### config.mk
export PLATFORM = sky130hd
export DESIGN_NAME = inst_fetch
export DESIGN_NICKNAME = d
export VERILOG_FILES = /design/src/rtl/inst_fetch.sv
export SDC_FILE = /design/constraint.sdc
export NUM_CORES = 1
export LEC_CHECK = 0
export CAP_MARGIN = 15
export CORE_MARGIN = 2
export CORE_UTILIZATION = 50
export CTS_CLUSTER_DIAMETER = 30
export DETAILED_ROUTE_END_ITERATION = 8
export PLACE_DENSITY = 0.84
export SYNTH_ARGS = -nofsm -noshare
export SYNTH_HDL_FRONTEND = slang
export SYNTH_SLANG_ARGS = --single-unit
### constraint.sdc
create_clock -name clk -period 4.7 [get_ports clk]
set_input_delay 0.94 -clock clk [delete_from_list [all_inputs] [get_ports clk]]
set_output_delay 0.94 -clock clk [all_outputs]
set_load 0.05 [all_outputs]
### src/rtl/inst_fetch.sv
// Instruction fetch sequencer: byte-wide program memory to 16-bit decoder words.
// Optional INST_FETCH_NOP_SKIP_EN: consume 8'h00 opcodes without presenting them.
module inst_fetch #(
    parameter logic [15:0] RESET_PC = 16'h0000
) (
    input  logic        clk,
    input  logic        rst,
    output logic        mem_rd,
    output logic [15:0] mem_addr,
    input  logic        mem_ready,
    input  logic [7:0]  mem_rdata,
    output logic [15:0] inst,
    output logic        inst_valid,
    output logic [15:0] inst_pc,
    output logic [15:0] next_pc,
    input  logic        inst_ack,
    input  logic        pc_load,
    input  logic [15:0] pc_target
);

    typedef enum logic [1:0] {
        FETCH_OP,
        FETCH_ARG,
        HOLD
    } state_t;

    state_t      state;
    state_t      state_nxt;
    logic [15:0] pc;
    logic [15:0] pc_nxt;
    logic [15:0] pc_inc;
    logic [7:0]  op;
    logic [7:0]  op_nxt;
    logic [15:0] inst_nxt;
    logic [15:0] inst_pc_nxt;
    logic [15:0] next_pc_nxt;
    logic        is_nop;

    assign pc_inc = pc + 16'd1;

`ifdef INST_FETCH_NOP_SKIP_EN
    assign is_nop = (mem_rdata == 8'h00);
`else
    assign is_nop = 1'b0;
`endif

    always_ff @(posedge clk) begin
        if (rst) begin
            state   <= FETCH_OP;
            pc      <= RESET_PC;
            op      <= 8'h00;
            inst    <= 16'h0000;
            inst_pc <= RESET_PC;
            next_pc <= RESET_PC;
        end else begin
            state   <= state_nxt;
            pc      <= pc_nxt;
            op      <= op_nxt;
            inst    <= inst_nxt;
            inst_pc <= inst_pc_nxt;
            next_pc <= next_pc_nxt;
        end
    end

    always_comb begin
        state_nxt   = state;
        pc_nxt      = pc;
        op_nxt      = op;
        inst_nxt    = inst;
        inst_pc_nxt = inst_pc;
        next_pc_nxt = next_pc;
        mem_rd      = 1'b0;
        mem_addr    = pc;
        inst_valid  = 1'b0;

        case (state)
            FETCH_OP: begin
                mem_rd = 1'b1;
                if (mem_ready) begin
                    pc_nxt = pc_inc;
                    if (is_nop) begin
                        state_nxt = FETCH_OP;
                    end else if (!mem_rdata[7]) begin
                        inst_nxt    = {mem_rdata, 8'h00};
                        inst_pc_nxt = pc;
                        next_pc_nxt = pc_inc;
                        state_nxt   = HOLD;
                    end else begin
                        op_nxt      = mem_rdata;
                        inst_pc_nxt = pc;
                        state_nxt   = FETCH_ARG;
                    end
                end
            end
            FETCH_ARG: begin
                mem_rd = 1'b1;
                if (mem_ready) begin
                    inst_nxt    = {op, mem_rdata};
                    pc_nxt      = pc_inc;
                    next_pc_nxt = pc_inc;
                    state_nxt   = HOLD;
                end
            end
            HOLD: begin
                inst_valid = 1'b1;
                if (inst_ack) begin
                    state_nxt = FETCH_OP;
                end
            end
            default: begin
                state_nxt = FETCH_OP;
            end
        endcase

        // A redirect wins over any completing read or ack this cycle.
        if (pc_load) begin
            state_nxt   = FETCH_OP;
            pc_nxt      = pc_target;
            op_nxt      = op;
            inst_nxt    = inst;
            inst_pc_nxt = inst_pc;
            next_pc_nxt = next_pc;
        end

        if (rst) begin
            mem_rd = 1'b0;
        end
    end

endmodule

Word level (Yosys, flattened, before mapping) --
Cells that the tools add are included.
Word-level totals: register bits 74, bits of input ports 29, word-level logic and storage cells 43, output and inout bits 66
Operators by class: add/sub/neg operators 1, equal/unequal tests 6, reductions and logical operators 11, bitwise gates (word level) 1, multiplexer cells 18
Operators with widths (number):
- two-way mux 16 bit | 8
- case mux 16 bit (2 select lines) | 2
- adder 16 x 1 -> 16 bit (second input constant) | 1
- two-way mux 2 bit | 4
- != test 2 bit (second input constant) | 4
- case mux 2 bit (3 select lines) | 1
- AND reduction 3 bit | 2
- nonzero test 2 bit | 3
- AND reduction 5 bit | 1
- AND reduction 4 bit | 1
- OR reduction 2 bit | 2
- two-way mux 1 bit | 3
- == test 2 x 1 -> 1 bit (second input constant) | 1
- == test 2 bit (second input constant) | 1
- logical NOT 2 bit | 1
- AND reduction 2 bit | 1
- inverter 1 bit | 1

Depth between registers and ports, before layout --
depth after elaboration 4, mapped depth 7, gate-level depth less buffers 5

Worst setup path after synthesis --
No wires, ideal clock.
path kind input port to output port, start point input port rst, end point output port mem_rd, slack 1.777 ns, path buffers 2, data arrival time 1.983 ns, stages on the path 3, cells stage by stage clkbuf_1 > buf_1 > nor2_1
Between the ends: word-level cells in the longest chain between the ends 1
Ends and longest elaborated chain:
- start, declared | line 7 | input logic rst,
- two-way mux 1 bit | line 125 | if (rst) begin
- end, declared | line 8 | output logic mem_rd,
Every way passes these cells.

Final worst setup path --
Ends and elaborated chain as after synthesis.

==> impl_metrics.env <==
export IMPL_drtPass1Iterations=7
export IMPL_met1_usage_pct=30.43
export IMPL_p_leak_nw=1.518
export IMPL_io_buffers=94
export IMPL_fillCellCount=502
export IMPL_die_area_um2=7268
export IMPL_drive_above_1_share_pct=6.067
export IMPL_synthTopCellsByArea="dfxtp_1 (45%), a21oi_1 (7.0%), nand2_1 (6.6%), a211oi_1 (4.8%), xnor2_1 (4.2%)"
export IMPL_synth_main_ff_cell="dfxtp_1"
export IMPL_antenna_found_initial=0
export IMPL_path_clk_slew_ns=0.08
export IMPL_p_int_w=0.001016
export IMPL_cp_start_kind="input port"
export IMPL_finalSetupTns_ns=0
export IMPL_fin_cells=555
export IMPL_via_per_inst=5.542
export IMPL_finClkSkew_ns=0.009686
export IMPL_finalHoldViolations=0
export IMPL_ys_ff_latch=74
export IMPL_yosysWarnings=0
export IMPL_cts_buffers=9
export IMPL_path_class="in2out"
export IMPL_synth_fp_nets=429
export IMPL_vdd_drop_max_uv=232.1
export IMPL_synthesis_area_um2=3301
export IMPL_avgRoutedWirePerCell_um=15.22
export IMPL_die_h_um=85.25
export IMPL_h_tree_depth=3
export IMPL_cts_setup_buffers=0
export IMPL_clkSinkCount=74
export IMPL_p_per_area_nw_per_um2=331.7
export IMPL_num_io_pins=95
export IMPL_syn_inst=399
export IMPL_grt_max_degree=76
export IMPL_fin_nets=503
export IMPL_hpwl_um=5776
export IMPL_pwr_share_seq_pct=46.9
export IMPL_drt_iter0_drc=221
export IMPL_worstSetupEndpointType="output port"
export IMPL_synth_cell_types=34
export IMPL_crit_required_ns=3.76
export IMPL_drv_slew=0
export IMPL_synth_edf_count=0
export IMPL_register_area_um2=1481
export IMPL_grt_pass1_vias=2883
export IMPL_syn_area_per_cell_um2=8.272
export IMPL_hold_buffers=0
export IMPL_grt_pass1_wl_um=13710
export IMPL_cts_path_max_buffers=2
export IMPL_n_antenna_cell=0
export IMPL_clkPwrFrac_pct=34.5
export IMPL_gr_usage_met3_pct=5.156
export IMPL_multi_input_area_um2=1615
export IMPL_drt_antenna_violating_nets=0
export IMPL_top_usage_layer="met2"
export IMPL_period_share_pct=62.23
export IMPL_fmax_mhz=341.9
export IMPL_swShare_pct=30.69
export IMPL_drc=0
export IMPL_ys_async_sr_fraction_pct=0
export IMPL_coreArea_um2=6350
export IMPL_yosys_area_top_type="dfxtp_1"
export IMPL_chipWidth_um=85.25
export IMPL_gr_total_overflow=0
export IMPL_worst_r2r_setup_slack_ns=2.31
export IMPL_area_growth_pct=33.89
export IMPL_cts_tree="done"
export IMPL_min_path_type="reg2reg"
export IMPL_yosysTopAreaCellShare_pct=44.88
export IMPL_routed_wl_um=8446
export IMPL_outcome="finished clean"
export IMPL_fin_crit_ns=2.925
export IMPL_gp_congestion=0.8103
export IMPL_rows=29
export IMPL_met2_usage_pct=37.93
export IMPL_grtUsageTotal_pct=23.31
export IMPL_cts_root_buf="clkbuf_8"
export IMPL_p_switching_w=0.0004499
export IMPL_power_frac_comb_pct=18.6
export IMPL_drv_cap=0
export IMPL_start_util_pct=51.98
export IMPL_path_max_fanout=2
export IMPL_setup_viol=0
export IMPL_dpl_cell_count=539
export IMPL_tightest_slew_ns=0.9790
export IMPL_vias=3076
export IMPL_relSlewSlack_pct=34.38
export IMPL_ys_seq_area_share_pct=44.88
export IMPL_rsz0062_at_grt="false"
export IMPL_crit_arrival_ns=1.98
export IMPL_clk_insertion_delay_late_ns=0.35
export IMPL_postCtsResizedCells=0
-- worst max-delay path: stages --
cell and delay, ns:
buf_2 0.12, nor2_1 0.08, clkdlybuf4s50_1 0.83
-- stage by stage --
stage | worst slack [ns] | power (W) | area [µm²] | hold WS [ns] | utilization, %
finish | 1.775 | 0.001466 | 4419 | 0.4524 | 69.60
global route | 1.616 | 0.001523 | 4419 | 0.4725 | 69.60
CTS | 1.779 | 0.001471 | 4419 | 0.4546 | 69.60
detailed placement | 1.500 | 0.0009741 | 4215 | 0.4407 | 66.38
global placement | 1.650 | 0.0009702 | 4215 | 0.4354 | 66.38
floorplan | 1.777 | 0.0008775 | 3301 | 0.4258 | -
-- layout by cell type, fill, tap and decap left out --
master / synthesis / final
clkdlybuf4s50_1: 0 / 93
dfxtp_1: 74 / 74
nand2_1: 58 / 58
a21oi_1: 46 / 46
nor2_1: 29 / 29
nand3_1: 22 / 22
a211oi_1: 21 / 21
xnor2_1: 16 / 16
inv_1: 13 / 13
nor3_1: 11 / 11
mux2i_1: 11 / 11
nor4_1: 10 / 10
clkbuf_8: 0 / 10
xor2_1: 8 / 8
o21a_1: 8 / 8
nand2b_1: 7 / 7
or3_1: 5 / 5
buf_4: 0 / 5
nor2b_1: 4 / 4
nand4_2: 3 / 3
clkinvlp_4: 0 / 3
o31a_1: 2 / 2
o311a_1: 2 / 2
o21ai_0: 2 / 2
a21o_1: 2 / 2
nor3_4: 0 / 1
and4_1: 1 / 1
nor3b_1: 1 / 1
nand3b_1: 1 / 1
mux2_2: 1 / 1
nor3_2: 2 / 1
nor4_2: 1 / 1
a31oi_1: 1 / 1
ha_1: 1 / 1
clkinv_2: 0 / 1
clkinv_4: 0 / 1
bufinv_16: 0 / 1
buf_2: 11 / 1
-- layer usage --
| metal | wire [µm] | vias up |
|---|---|---|
| met1 | 3722 | 1433 |
| li1 | - | 1516 |
| met4 | 180 | 0 |
| met3 | 538 | 20 |
| met5 | 0 | - |
| met2 | 4004 | 107 |
-- worst paths after layout --
path                                 start                         to  depth (start not counted)
setup / recovery                       rst                     mem_rd                          3
hold / removal          op[7]$_SDFFE_PP0P_         op[7]$_SDFFE_PP0P_                          2
setup reg to reg  mem_addr[0]$_SDFFE_PP0P_  mem_addr[14]$_SDFFE_PP0P_                          5
hold reg to reg         op[7]$_SDFFE_PP0P_         op[7]$_SDFFE_PP0P_                          2
-- cell type report --
class / instances / share of cell area (%)
Inverter: 13 / 1.104
Clock buffer: 10 / 3.114
Clock inverter: 6 / 1.501
Tap cell: 77 / 2.180
Multi-Input combinational cell: 276 / 36.55
Sequential cell: 74 / 33.52
Timing Repair Buffer: 99 / 22.03
-- sequential cells by signal, indices dropped and copies added (netlist names) --
name / flops
op: 8
next_pc: 16
inst: 16
state: 2
inst_pc: 16
mem_addr: 16
-- cells in the mapped netlist, types with 3 or more instances --
| master | number |
|---|---|
| dfxtp_1 | 74 |
| nand2_1 | 58 |
| a21oi_1 | 46 |
| nor2_1 | 29 |
| nand3_1 | 22 |
| a211oi_1 | 21 |
| clkbuf_1 | 18 |
| xnor2_1 | 16 |
| inv_1 | 13 |
| buf_2 | 11 |
| mux2i_1 | 11 |
| nor3_1 | 11 |
| nor4_1 | 10 |
| o21a_1 | 8 |
| xor2_1 | 8 |
| nand2b_1 | 7 |
| or3_1 | 5 |
| clkbuf_2 | 4 |
| nor2b_1 | 4 |
| nand4_2 | 3 |
-- cells by family (layout without fill, tap and decap cells) --
family | Yosys count | in the layout | synth area share (%)
buf+inv | 49 | 128 | 6.368
flops | 74 | 74 | 44.88
xor+xnor | 24 | 24 | 6.368
compound gates | 84 | 84 | 15.66
simple gates | 155 | 155 | 22.67
fa+ha+maj | 1 | 1 | 0.3790
mux | 12 | 12 | 3.677
-- power groups by stage --
stage	Sequential [W]	Clock [W]	Combinational, W
2_1_floorplan	0.000775	0	0.000102
6_report	0.000688	0.000505	0.000273
3_3_place_gp	0.000701	0	0.000269
5_1_grt	0.000692	0.000541	0.000290
4_1_cts	0.000687	0.000510	0.000274
3_5_place_dp	0.000701	0	0.000273
(Power assumes the default switching activity.)
